--- src/rtl/alu_pkg.sv ---
// Shared ALU definitions: op codes from the ALU controller, MULT/DIV engine states and width.
package alu_pkg;

    localparam int unsigned ALU_W = 32;

    typedef enum logic [3:0] {
        OP_NONE  = 4'd0,
        OP_XOR   = 4'd1,
        OP_OR    = 4'd2,
        OP_AND   = 4'd3,
        OP_NOR   = 4'd4,
        OP_SLL   = 4'd5,
        OP_SRL   = 4'd6,
        OP_SLT   = 4'd7,
        OP_ADDU  = 4'd8,
        OP_ADD   = 4'd9,
        OP_SUB   = 4'd10,
        OP_SUBU  = 4'd11,
        OP_MULT  = 4'd12,
        OP_DIV   = 4'd13,
        OP_RSV14 = 4'd14,
        OP_RSV15 = 4'd15
    } alu_op_e;

    typedef enum logic [1:0] {
        IDLE = 2'd0,
        MUL  = 2'd1,
        DIV  = 2'd2,
        FIX  = 2'd3
    } md_state_e;

    // True for the ops handled by the iterative engine
    function automatic logic is_md_op(input alu_op_e op);
        return (op == OP_MULT) || (op == OP_DIV);
    endfunction

endpackage

--- src/rtl/mul_div_unit.sv ---
// Iterative signed MULT (shift-add) / DIV (restoring) engine owning the HI/LO registers.
module mul_div_unit
    import alu_pkg::*;
#(
    parameter int unsigned WIDTH = ALU_W
) (
    input  logic             clk,
    input  logic             rst_n,
    input  logic             launch,
    input  logic             is_div,
    input  logic [WIDTH-1:0] a,
    input  logic [WIDTH-1:0] b,
    output logic [WIDTH-1:0] hi,
    output logic [WIDTH-1:0] lo,
    output logic             div_by_zero,
    output logic             busy,
    output logic             finish_c
);

    localparam int unsigned CNT_W = $clog2(WIDTH);
    localparam logic [CNT_W-1:0] LAST_STEP = CNT_W'(WIDTH - 1);

    md_state_e         state, state_next;
    logic [CNT_W-1:0]  cnt;
    logic [WIDTH-1:0]  acc, quo, opnd, a_keep;
    logic              op_div, neg_q, neg_r, b_zero;

    logic [WIDTH-1:0]   mag_a, mag_b;
    logic [WIDTH:0]     mul_sum, div_shift, div_diff;
    logic [2*WIDTH-1:0] prod, prod_signed;

    assign mag_a = a[WIDTH-1] ? -a : a;
    assign mag_b = b[WIDTH-1] ? -b : b;

    // One shift-add / restoring-subtract step on the working registers
    assign mul_sum   = {1'b0, acc} + (quo[0] ? {1'b0, opnd} : '0);
    assign div_shift = {acc, quo[WIDTH-1]};
    assign div_diff  = div_shift - {1'b0, opnd};

    assign prod        = {acc, quo};
    assign prod_signed = neg_q ? -prod : prod;

    always_ff @(posedge clk or negedge rst_n) begin
        if (!rst_n) begin
            state <= IDLE;
        end else begin
            state <= state_next;
        end
    end

    always_comb begin
        state_next = state;
        finish_c   = 1'b0;
        case (state)
            IDLE: if (launch) state_next = is_div ? DIV : MUL;
            MUL,
            DIV:  if (cnt == LAST_STEP) state_next = FIX;
            FIX: begin
                state_next = IDLE;
                finish_c   = 1'b1;
            end
            default: state_next = IDLE;
        endcase
    end

    always_ff @(posedge clk or negedge rst_n) begin
        if (!rst_n) begin
            cnt         <= '0;
            acc         <= '0;
            quo         <= '0;
            opnd        <= '0;
            a_keep      <= '0;
            op_div      <= 1'b0;
            neg_q       <= 1'b0;
            neg_r       <= 1'b0;
            b_zero      <= 1'b0;
            hi          <= '0;
            lo          <= '0;
            div_by_zero <= 1'b0;
            busy        <= 1'b0;
        end else begin
            case (state)
                IDLE: if (launch) begin
                    cnt    <= '0;
                    busy   <= 1'b1;
                    acc    <= '0;
                    quo    <= is_div ? mag_a : mag_b;
                    opnd   <= is_div ? mag_b : mag_a;
                    a_keep <= a;
                    op_div <= is_div;
                    neg_q  <= a[WIDTH-1] ^ b[WIDTH-1];
                    neg_r  <= a[WIDTH-1];
                    b_zero <= (b == '0);
                end
                MUL: begin
                    acc <= mul_sum[WIDTH:1];
                    quo <= {mul_sum[0], quo[WIDTH-1:1]};
                    cnt <= cnt + CNT_W'(1);
                end
                DIV: begin
                    if (div_shift >= {1'b0, opnd}) begin
                        acc <= div_diff[WIDTH-1:0];
                        quo <= {quo[WIDTH-2:0], 1'b1};
                    end else begin
                        acc <= div_shift[WIDTH-1:0];
                        quo <= {quo[WIDTH-2:0], 1'b0};
                    end
                    cnt <= cnt + CNT_W'(1);
                end
                FIX: begin
                    busy <= 1'b0;
                    cnt  <= '0;
                    if (!op_div) begin
                        {hi, lo} <= prod_signed;
                    end else if (b_zero) begin
                        lo          <= '1;
                        hi          <= a_keep;
                        div_by_zero <= 1'b1;
                    end else begin
                        lo          <= neg_q ? -quo : quo;
                        hi          <= neg_r ? -acc : acc;
                        div_by_zero <= 1'b0;
                    end
                end
                default: ;
            endcase
        end
    end

endmodule

--- src/rtl/multicycle_alu.sv ---
// Execute-stage ALU: single-cycle logic/shift/compare/add datapath plus the MULT/DIV handshake.
module multicycle_alu
    import alu_pkg::*;
#(
    parameter int unsigned WIDTH = ALU_W
) (
    input  logic             clk,
    input  logic             rst_n,
    input  logic             start,
    input  logic [3:0]       alu_operation,
    input  logic [WIDTH-1:0] a,
    input  logic [WIDTH-1:0] b,
    output logic [WIDTH-1:0] result,
    output logic [WIDTH-1:0] hi,
    output logic [WIDTH-1:0] lo,
    output logic             zero,
    output logic             overflow,
    output logic             div_by_zero,
    output logic             busy,
    output logic             done
);

    alu_op_e          op;
    logic             accept, is_md, single, launch, finish_c;
    logic [WIDTH-1:0] sum, diff, sc_result;
    logic             sc_ovf;

    assign op     = alu_op_e'(alu_operation);
    assign accept = start && !busy;
    assign is_md  = is_md_op(op);
    assign single = accept && !is_md;
    assign launch = accept && is_md;
    assign sum    = a + b;
    assign diff   = a - b;

    always_comb begin
        sc_result = '0;
        sc_ovf    = 1'b0;
        case (op)
            OP_XOR:  sc_result = a ^ b;
            OP_OR:   sc_result = a | b;
            OP_AND:  sc_result = a & b;
            OP_NOR:  sc_result = ~(a | b);
            OP_SLL:  sc_result = b << a[4:0];
            OP_SRL:  sc_result = b >> a[4:0];
            OP_SLT:  sc_result = ($signed(a) < $signed(b)) ? WIDTH'(1) : '0;
            OP_ADDU: sc_result = sum;
            OP_SUBU: sc_result = diff;
            OP_ADD: begin
                sc_result = sum;
                sc_ovf    = (a[WIDTH-1] == b[WIDTH-1]) && (sum[WIDTH-1] != a[WIDTH-1]);
            end
            OP_SUB: begin
                sc_result = diff;
                sc_ovf    = (a[WIDTH-1] != b[WIDTH-1]) && (diff[WIDTH-1] != a[WIDTH-1]);
            end
            default: sc_result = '0;
        endcase
    end

    // Single-cycle results and flags; MULT/DIV leave these untouched
    always_ff @(posedge clk or negedge rst_n) begin
        if (!rst_n) begin
            result   <= '0;
            zero     <= 1'b0;
            overflow <= 1'b0;
            done     <= 1'b0;
        end else begin
            done <= single || finish_c;
            if (single) begin
                result   <= sc_result;
                zero     <= (sc_result == '0);
                overflow <= sc_ovf;
            end
        end
    end

    mul_div_unit #(.WIDTH(WIDTH)) u_mul_div (
        .clk         (clk),
        .rst_n       (rst_n),
        .launch      (launch),
        .is_div      (op == OP_DIV),
        .a           (a),
        .b           (b),
        .hi          (hi),
        .lo          (lo),
        .div_by_zero (div_by_zero),
        .busy        (busy),
        .finish_c    (finish_c)
    );

endmodule

--- config.mk ---
export PLATFORM = sky130hd
export DESIGN_NAME = multicycle_alu
export DESIGN_NICKNAME = d
export VERILOG_FILES = /design/src/rtl/alu_pkg.sv /design/src/rtl/mul_div_unit.sv /design/src/rtl/multicycle_alu.sv
export SDC_FILE = /design/constraint.sdc
export NUM_CORES = 1
export LEC_CHECK = 0
export CELL_PAD_IN_SITES_DETAIL_PLACEMENT = 2
export CELL_PAD_IN_SITES_GLOBAL_PLACEMENT = 2
export CORE_UTILIZATION = 40
export DETAILED_ROUTE_END_ITERATION = 16
export DONT_BUFFER_PORTS = 1
export GPL_ROUTABILITY_DRIVEN = 0
export PLACE_DENSITY = 0.83
export SETUP_SLACK_MARGIN = 0.1
export SLEW_MARGIN = 20
export SYNTH_ARGS = -nofsm -noshare
export SYNTH_HDL_FRONTEND = slang
export SYNTH_HIERARCHICAL = 1
export SYNTH_SLANG_ARGS = --single-unit
--- constraint.sdc ---
create_clock -name clk -period 4.3 [get_ports clk]
set_input_delay 0.86 -clock clk [delete_from_list [all_inputs] [get_ports clk]]
set_output_delay 0.86 -clock clk [all_outputs]
set_load 0.02 [all_outputs]
; After elaboration in Yosys (flattened, before gate mapping)
; Cells that the tools add are included.
[totals]
input_bits = 71
reg_bits = 240
output_inout_bits = 101
wordCells = 113
[classes]
eq_ne = 23
n_reduce_logical = 22
muxes = 31
shift = 2
order_cmp = 2
add_sub_neg = 10
n_bitwise = 5
[ops]
columns = operator, count
row1 = $mux W32, 14
row2 = $pmux W32 S9, 1
row3 = $pmux W32 S3, 2
row4 = $neg A32 Y32, 4
row5 = $logic_not A32 Y1, 2
row6 = $mux W64, 1
row7 = $neg A64 Y64, 1
row8 = $sub A32 B32 Y32, 2
row9 = $add A32 B32 Y33, 1
row10 = $ge A33 B32 Y1, 1
row11 = $add A32 B32 Y32, 1
row12 = $and A32 B32 Y32, 1
row13 = $lt A32 B32 Y1, 1
row14 = $not A32 Y32, 1
row15 = $or A32 B32 Y32, 1
row16 = $shl A32 B5 Y32, 1
row17 = $shr A32 B5 Y32, 1
row18 = $xor A32 B32 Y32, 1
row19 = $eq A4 B4 Y1 const B, 6
row20 = $eq A4 B3 Y1 const B, 4
row21 = $pmux W5 S3, 1
row22 = $reduce_and A2 Y1, 5
row23 = $eq A4 B2 Y1 const B, 2
row24 = $mux W2, 3
row25 = 21 further kinds, 37

; Logic depth before layout (Yosys ltp)
; Gate-level depths: netlist of run 1.
[depth]
word_depth = 5
mapped_depth = 17
depth_no_buf = 14

; Hierarchy
; Netlist of run 1, hierarchy kept.
[by_module_without_submodules]
columns = mod, area_each_um2, seq_area_each_um2, cells_per_inst, n_inst
row1 = mul_div_unit, 16772.3, 5104.9, 2086, 1
row2 = multicycle_alu, 10805.4, 875.8, 1491, 1

; Worst setup path before layout of run 1
; Ideal clock, no wire load.
[synth_path]
path_type = input-to-reg
startpoint = in a[1]
endpoint = reg zero
arrival_ns = 4.845
path_stages = 17
t_required_ns = 4.197
slack_ns = -0.648
setup_time_ns = 0.103
n_path_buf = 4
cell_sequence = inv_1 -> buf_2 -> buf_4 -> buf_1 -> clkbuf_1 -> fa_1 -> nor2b_1 -> o31a_1 -> o21a_1 -> o31ai_2 -> nor2_1 -> a2111oi_0 -> nor3_1 -> xnor2_1 -> a2111oi_0 -> nand4b_1 -> o41ai_2
[synth_between]
elab_chain_len = 4
word_cells_on_any_way = 12
classes_between = add/sub: 2 / order compare: 1 / shift: 2 / mux: 2 / bitwise: 4 / reduce/logical: 1
[synth_lines]
columns = item, line
row1 = from (decl), multicycle_alu.sv:11  ; input logic [WIDTH-1:0] a,
row2 = $lt A32 B32 Y1 or $or A32 B32 Y32 (tied branches), "multicycle_alu.sv:46, multicycle_alu.sv:41, multicycle_alu.sv:43"
row3 = $mux W1 or $not A32 Y32 (tied branches), "multicycle_alu.sv:46, multicycle_alu.sv:43"
row4 = $pmux W32 S9 (*), multicycle_alu.sv:39  ; case (op)
row5 = $logic_not A32 Y1 (*), multicycle_alu.sv:72  ; zero <= (sc_result == '0);
row6 = to (signal assigned), multicycle_alu.sv:72
row7 = to (decl), multicycle_alu.sv:16  ; output logic zero,
; Mark *: on every way between the ends. The rest lies on a longest branch, timed or not.
; A chain may end at the register's enable or synchronous reset.

; Worst setup path in the final report of run 1
[layout_path]
startpoint = in a[0]
endpoint = reg zero
; The elaborated chain is that of the path after synthesis.

==> impl_metrics.json, run 1 <==
{
  "status": "complete, but fails checks",
  "violations": "hold timing, setup timing",
  "timing_worst_slew_pin_value_ns": 1.11,
  "clk_pin_slew_worst_paths_ns": 0.06,
  "worst-r2r-setup-slack_ns": 0.29,
  "drt-initial-drc-count": 3178,
  "vias_per_cell": 7.19,
  "finish.net_count": 3774,
  "post-layout-total-power_mw": 6.90,
  "synth.net_count": 3826,
  "ys_types": 94,
  "dominantRegCellSynth": "sky130_fd_sc_hd__dfrtp_1",
  "worstSetupStartpointType": "primary input",
  "final_cell_mix": "sky130_fd_sc_hd__nor2_1 (363), sky130_fd_sc_hd__nand2_1 (323), sky130_fd_sc_hd__a21oi_1 (290), sky130_fd_sc_hd__o21ai_0 (263), sky130_fd_sc_hd__dfrtp_1 (238)",
  "number_of_antenna_violating_nets_in_the_routed_design": 0,
  "synth_async_sr_flop_share_pct": 100,
  "share_of_layout_cells_above_drive_strength_1_pct": 11.0,
  "clockBufferDepth": 3,
  "grt_setup_unrepaired": "yes",
  "drt_drc_violations_left": 0,
  "synthAdderAreaFrac_pct": 8.18,
  "multi_input_comb_area_mm2": 0.0200,
  "fin_crit_sh_pct": 103,
  "crit_path_top_delay_cell": "sky130_fd_sc_hd__a211oi_1",
  "worstPathCellList": "ha_1, inv_1, fa_2, buf_4, nor2b_1, o21ai_0, a21oi_1, xor2_1, a211oi_1, nand4_1, a2111oi_2, nand4_1, nor4_1, buf_4, nand4_1, o41ai_2",
  "grt_pass1_wl_um": 224000,
  "rows": 95,
  "initial_core_util_pct": 40.8,
  "numCtsBuffers": 30,
  "post_synth.cell_area_avg_um2": 7.71,
  "synth-simple-area-share_pct": 19.7,
  "report.final.hold_viol_count": 93,
  "timing.final.crit_period_ns": 4.41,
  "worst_setup_path_end_kind": "register",
  "cts_tree": "yes",
  "area.growth.synth_to_final_pct": 9.33,
  "total_number_of_clock_tree_sinks": 239,
  "critPathArrivalTime_ns": 4.91,
  "wl_per_cell_um": 34.4,
  "critPathMaxStageDelay_ns": 0.66,
  "power.leakage_nw": 13.3,
  "routed-via-count": 31812,
  "ffs_latches_synth": 239,
  "critPathMaxFanout": 84,
  "postLayoutSetupSlackWorst_ns": -0.113,
  "p_per_area_mw_per_mm2": 229,
  "ys.warnings.count": 6,
  "register_area_mm2": 0.00598,
  "synth_sequential_area_ratio_pct": 21.7,
  "drt_pass1_iterations": 5,
  "number_of_input_and_output_port_buffers_inserted": 0,
  "number_of_h_tree_branching_levels": 1,
  "worstPathRequired_ns": 4.80,
  "post_detailed_routing_wire_length_um": 152000,
  "netlist_area_mm2": 0.0276,
  "path_common_cell": "sky130_fd_sc_hd__nand4_1",
  "die_height_um": 265,
  "fillers": 7614,
  "later_pin_clock_latency_in_the_skew_report_ns": 0.63,
  "floorplan.die.width_um": 265,
  "globalRoute.totalOverflow": 0,
  "max_slew_margin_pct": 25.2,
  "io_pins": 172,
  "cp_top_family": "compound AO/OA/AOI/OAI gates",
  "hold_path_class": "in2async",
  "final_util_pct": 44.6,
  "synth.mux.area_fraction_pct": 9.74,
  "synthCells": 3577,
  "accumulated_negative_setup_slack_ns": -0.113,
  "timing.final.max_slew_violations": 0,
  "worst_clock_skew_ns": 0.0370,
  "leading_cell_type_in_the_layout_fill_and_taps_excluded": "sky130_fd_sc_hd__nor2_1",
  "design.core.area_mm2": 0.0676,
  "first_global_vias": 33894,
  "worst_r2r_path_depth": 10,
  "synth_xor_area_share_pct": 6.57,
  "synth_top_family_by_area": "compound AO/OA/AOI/OAI gates",
  "count_of_flip_flops_with_a_built_in_enable_after_synthesis": 0,
  "synth_compound_gate_area_share_pct": 27.8,
  "grt_antenna_before_repair": 8,
  "whs_ns": -0.0711,
  "groute.usage.overall_pct": 41.9,
  "hpwl_um": 112000,
  "setup-violations-final": 1,
  "dpl_worst_slack_ns": -0.339,
  "dieArea_mm2": 0.0700,
  "timing.rr.start": "u_mul_div/opnd[24]",
  "peakVddDrop_mv": 0.324,
  "root_buffer": "sky130_fd_sc_hd__clkbuf_16",
  "max_cap_viol": 0,
  "cp.buffers_inverters": 3,
  "grt_max_degree": 240,
  "regToRegEndpoint": "u_mul_div/acc[16]",
  "timing_worst_setup_path_type": "in2reg",
  "timing.fmax_mhz": 227
}
how the worst max path moves through the flow:
stage | start | to | slack [ns] | cells after the start
detailed placement | a[0] | zero | -0.34 | 15
CTS | u_mul_div/quo[0] | u_mul_div/acc[29] | 0.21 | 12
global placement | a[0] | zero | -0.23 | 15
floorplan | a[1] | zero | 0.07 | 17
finish | a[0] | zero | -0.11 | 16
global route | a[0] | zero | -0.21 | 16
worst register-to-register path, delay by kind of cell, from the launching register on:
| family | cells | cell delay, ns |
|---|---|---|
| buffers and inverters | 2 | 0.54 |
| AND/OR/NAND/NOR | 1 | 0.95 |
| AO/OA/AOI/OAI | 6 | 1.62 |
| flip-flops | 1 | 0.40 |
| adder cells (fa/ha/maj) | 1 | 0.39 |
logic make-up after synthesis:
logic type | count (synthesis)
XOR/XNOR | 207
AND/OR/NAND/NOR | 1142
adder cells (fa/ha/maj) | 178
AO/OA/AOI/OAI | 1161
flip-flops | 239
buffers and inverters | 432
multiplexers | 218
where the power goes:
| part | internal, mW | total, mW | switching [mW] |
|---|---|---|---|
| registers | 2.28 | 2.35 | 0.0665 |
| logic | 0.634 | 1.73 | 1.10 |
| clock network | 1.69 | 2.82 | 1.13 |
repair_timing:
action | CTS | global route
setup buffers | 0 | 0
gates resized for setup | 0 | 4
setup endpoints to repair | 0 | 4
endpoints found under the hold margin | 239 | 202
synthesized netlist by cell type, drive strengths merged, types with 28 or more instances:
| cell | count | area share [%] |
|---|---|---|
| inv | 164 | 2.2 |
| a211oi | 52 | 1.4 |
| nand4 | 35 | 0.79 |
| buf | 72 | 1.4 |
| xor2 | 102 | 3.2 |
| a21o | 42 | 1.1 |
| mux2 | 75 | 3.1 |
| nand3 | 69 | 1.3 |
| nand2 | 324 | 4.4 |
| a22oi | 45 | 1.2 |
| o22ai | 35 | 0.79 |
| nor2b | 30 | 0.68 |
| mux2i | 113 | 4.1 |
| o211ai | 50 | 1.4 |
| nor2 | 363 | 4.9 |
| ha | 174 | 7.9 |
| dfrtp | 239 | 22 |
| o221ai | 32 | 1.0 |
| a31oi | 37 | 0.84 |
| nor4 | 44 | 1.1 |
| o21ai | 268 | 4.9 |
| o31ai | 45 | 1.2 |
| xnor2 | 105 | 3.3 |
| mux4 | 30 | 2.6 |
| a21oi | 292 | 5.3 |
| nor3 | 84 | 1.6 |
| a221o | 28 | 1.0 |
| clkbuf | 190 | 2.6 |
| nand2b | 30 | 0.68 |
cell type report:
type                    instances  area share (%)
well taps                     873            3.62
flip-flops and latches        239            19.8
clock buffers                  40            2.81
inverters                     170            2.21
repair buffers                178            4.43
diodes                          4          0.0332
clock inverters                14           0.780
multi-input cells            2906            66.3
sequential cells by signal (all words and copies together), names as in the netlist:
signal	flops
result	32
u_mul_div/a_keep	32
u_mul_div/acc	32
u_mul_div/hi	32
u_mul_div/lo	32
u_mul_div/opnd	32
u_mul_div/quo	32
u_mul_div/cnt	5
u_mul_div/state	2
done	1
overflow	1
u_mul_div/b_zero	1
u_mul_div/busy	1
u_mul_div/div_by_zero	1
u_mul_div/neg_q	1
u_mul_div/op_div	1
zero	1
stage by stage:
step           cell area (um^2)  cells
6_report                  30200   4424
5_1_grt                   30100   4421
4_1_cts                   30100   4420
3_5_place_dp              29000   4366
3_3_place_gp              29000   4366
2_1_floorplan             27700   3577
routing by layer:
layer | up-vias | GRT usage [%] | share of wire, %
met3 | 711 | 9.80 | 9.4
met2 | 2017 | 67.2 | 45
li1 | 13056 | - | -
met4 | 8 | 30.1 | 8.6
met5 | - | 0 | 0.032
met1 | 16020 | 49.3 | 37
Note: power is estimated with default switching activity, not from simulation.
==> run 2, diff against run 1 <==
--- a/config.mk
+++ b/config.mk
@@ -11,7 +11,7 @@
 export DETAILED_ROUTE_END_ITERATION = 16
 export DONT_BUFFER_PORTS = 1
 export GPL_ROUTABILITY_DRIVEN = 0
-export PLACE_DENSITY = 0.83
+export PLACE_DENSITY = 0.85
 export SETUP_SLACK_MARGIN = 0.1
 export SLEW_MARGIN = 20
 export SYNTH_ARGS = -nofsm -noshare
==> run 2 against run 1 <==
The flow finishes with violations (hold timing). Critical path depth decreased by 4. Worst setup slack better by 0.18 ns. Largest power group unchanged. Sequential cell count stayed put. Critical endpoint is now u_mul_div/acc[27]. Via count grew 3.6%. Non-clock buffer count rose by 12.
==> impl_metrics.json, run 2 (same netlist as run 1, synthesis figures left out) <==
{
  "fin_crit_sh_pct": 98.4,
  "hold_path_class": "in2async",
  "fillers": 7637,
  "report.final.hold_viol_count": 213,
  "floorplan.die.width_um": 265,
  "timing_worst_slew_pin_value_ns": 1.27,
  "grt_setup_unrepaired": "no",
  "io_pins": 172,
  "critPathArrivalTime_ns": 4.77,
  "wl_per_cell_um": 36.3,
  "whs_ns": -0.0623,
  "timing_worst_setup_path_type": "reg2reg",
  "globalRoute.totalOverflow": 0,
  "instances_no_fill": 4444,
  "critPathMaxFanout": 30,
  "vias_per_cell": 7.42,
  "worst_clock_skew_ns": 0.0168,
  "violations": "hold timing",
  "share_of_layout_cells_above_drive_strength_1_pct": 11.7,
  "number_of_antenna_violating_nets_in_the_routed_design": 0,
  "drt-initial-drc-count": 4293,
  "hpwl_um": 116000,
  "number_of_input_and_output_port_buffers_inserted": 0,
  "dp_cells": 4377,
  "worst_setup_path_end_kind": "register",
  "dieArea_mm2": 0.0700,
  "first_global_vias": 35318,
  "final_cell_mix": "sky130_fd_sc_hd__nor2_1 (363), sky130_fd_sc_hd__nand2_1 (323), sky130_fd_sc_hd__a21oi_1 (289), sky130_fd_sc_hd__o21ai_0 (262), sky130_fd_sc_hd__dfrtp_1 (237)",
  "timing.final.crit_period_ns": 4.23,
  "numCtsBuffers": 31,
  "later_pin_clock_latency_in_the_skew_report_ns": 0.63,
  "max_slew_margin_pct": 14.6,
  "grt_antenna_before_repair": 15,
  "timing.final.max_slew_violations": 0,
  "groute.usage.overall_pct": 44.8,
  "drt_pass1_iterations": 8,
  "setup-violations-final": 0,
  "drt_drc_violations_left": 0,
  "power.leakage_nw": 13.4,
  "die_height_um": 265,
  "final_util_pct": 45.0,
  "p_per_area_mw_per_mm2": 238,
  "timing.fmax_mhz": 236,
  "area.growth.synth_to_final_pct": 10.3,
  "leading_cell_type_in_the_layout_fill_and_taps_excluded": "sky130_fd_sc_hd__nor2_1",
  "rows": 95,
  "peakVddDrop_mv": 0.327,
  "clockBufferDepth": 3,
  "status": "complete, but fails checks",
  "cts_tree": "yes",
  "finish.net_count": 3787,
  "initial_core_util_pct": 40.8,
  "routed-via-count": 32972,
  "post-layout-total-power_mw": 7.23,
  "number_of_h_tree_branching_levels": 1,
  "worstSetupStartpointType": "register",
  "grt_pass1_wl_um": 238000,
  "grt_max_degree": 240,
  "worstPathRequired_ns": 4.84,
  "total_number_of_clock_tree_sinks": 239,
  "root_buffer": "sky130_fd_sc_hd__clkbuf_16",
  "clk_pin_slew_worst_paths_ns": 0.06,
  "design.core.area_mm2": 0.0676,
  "post_detailed_routing_wire_length_um": 161000,
  "max_cap_viol": 0
}
run 2: final timing paths:
path	start	to	slack, ns	depth (start not counted)
max	u_mul_div/quo[0]	u_mul_div/acc[27]	0.07	12
min	rst_n	u_mul_div/a_keep[30]	-0.06	0
max reg2reg	u_mul_div/quo[0]	u_mul_div/acc[27]	0.07	12
min reg2reg	u_mul_div/a_keep[30]	u_mul_div/a_keep[30]	0.51	1
max in group asynchronous	rst_n	result[27]	4.01	0
min in group clk	a[30]	u_mul_div/a_keep[30]	0.39	1
run 2: repair_timing:
item | in CTS | in global routing
endpoints found under the hold margin | 239 | 239
gates resized for setup | 3 | 15
endpoints found under the setup margin | 2 | 15
buffers inserted | 0 | 1
pin swaps | 0 | 5
run 2: final cells by class:
cell class | instances | area, um^2 | area share [%]
Antenna cell | 8 | 20.0 | 0.0658
Clock buffer | 39 | 846 | 2.78
Clock inverter | 19 | 328 | 1.08
Inverter | 170 | 663 | 2.18
Multi-Input combinational cell | 2906 | 20000 | 65.9
Sequential cell | 239 | 5980 | 19.7
Tap cell | 873 | 1090 | 3.59
Timing Repair Buffer | 190 | 1450 | 4.77
run 2: worst max-delay path: stages, from the launching register on:
cell and delay (ns):
sky130_fd_sc_hd__dfrtp_1 0.49, sky130_fd_sc_hd__clkinv_1 0.15, sky130_fd_sc_hd__buf_4 0.39, sky130_fd_sc_hd__nor2_1 0.11, sky130_fd_sc_hd__ha_1 0.45, sky130_fd_sc_hd__nand3_1 0.20
sky130_fd_sc_hd__nor3_1 0.43, sky130_fd_sc_hd__o211ai_1 0.34, sky130_fd_sc_hd__a21oi_2 0.39, sky130_fd_sc_hd__o211ai_1 0.32, sky130_fd_sc_hd__a2111oi_1 0.59, sky130_fd_sc_hd__nor3b_1 0.14
sky130_fd_sc_hd__o211ai_1 0.12
run 2: where the power goes:
| group | total (mW) | switching (mW) | internal [mW] |
|---|---|---|---|
| clock network | 3.08 | 1.20 | 1.88 |
| registers | 2.35 | 0.0679 | 2.28 |
| logic | 1.80 | 1.14 | 0.656 |
| total | 7.23 | 2.41 | 4.81 |
run 2: through the flow:
| stage | instance area [um^2] | setup TNS [ns] | worst slack, ns | hold WS, ns |
|---|---|---|---|---|
| floorplan | 27700 | 0 | 0.0749 | 0.443 |
| global placement | 29100 | -0.262 | -0.262 | 0.456 |
| detailed placement | 29100 | -0.837 | -0.552 | 0.479 |
| CTS | 30300 | 0 | 0.0867 | -0.0940 |
| global route | 30400 | 0 | 0.0457 | -0.0770 |
| finish | 30400 | 0 | 0.0705 | -0.0623 |
run 2: per-layer routing:
layer  wire length, um  up-vias  part of all wire [%]  GRT usage [%]
li1                  -    13105                     -              -
met1             58000    16419                    36           51.5
met2             69400     2414                    43           69.1
met3             18200     1014                    11           14.2
met4             15600       20                   9.7           35.5
met5               135        -                 0.084              0
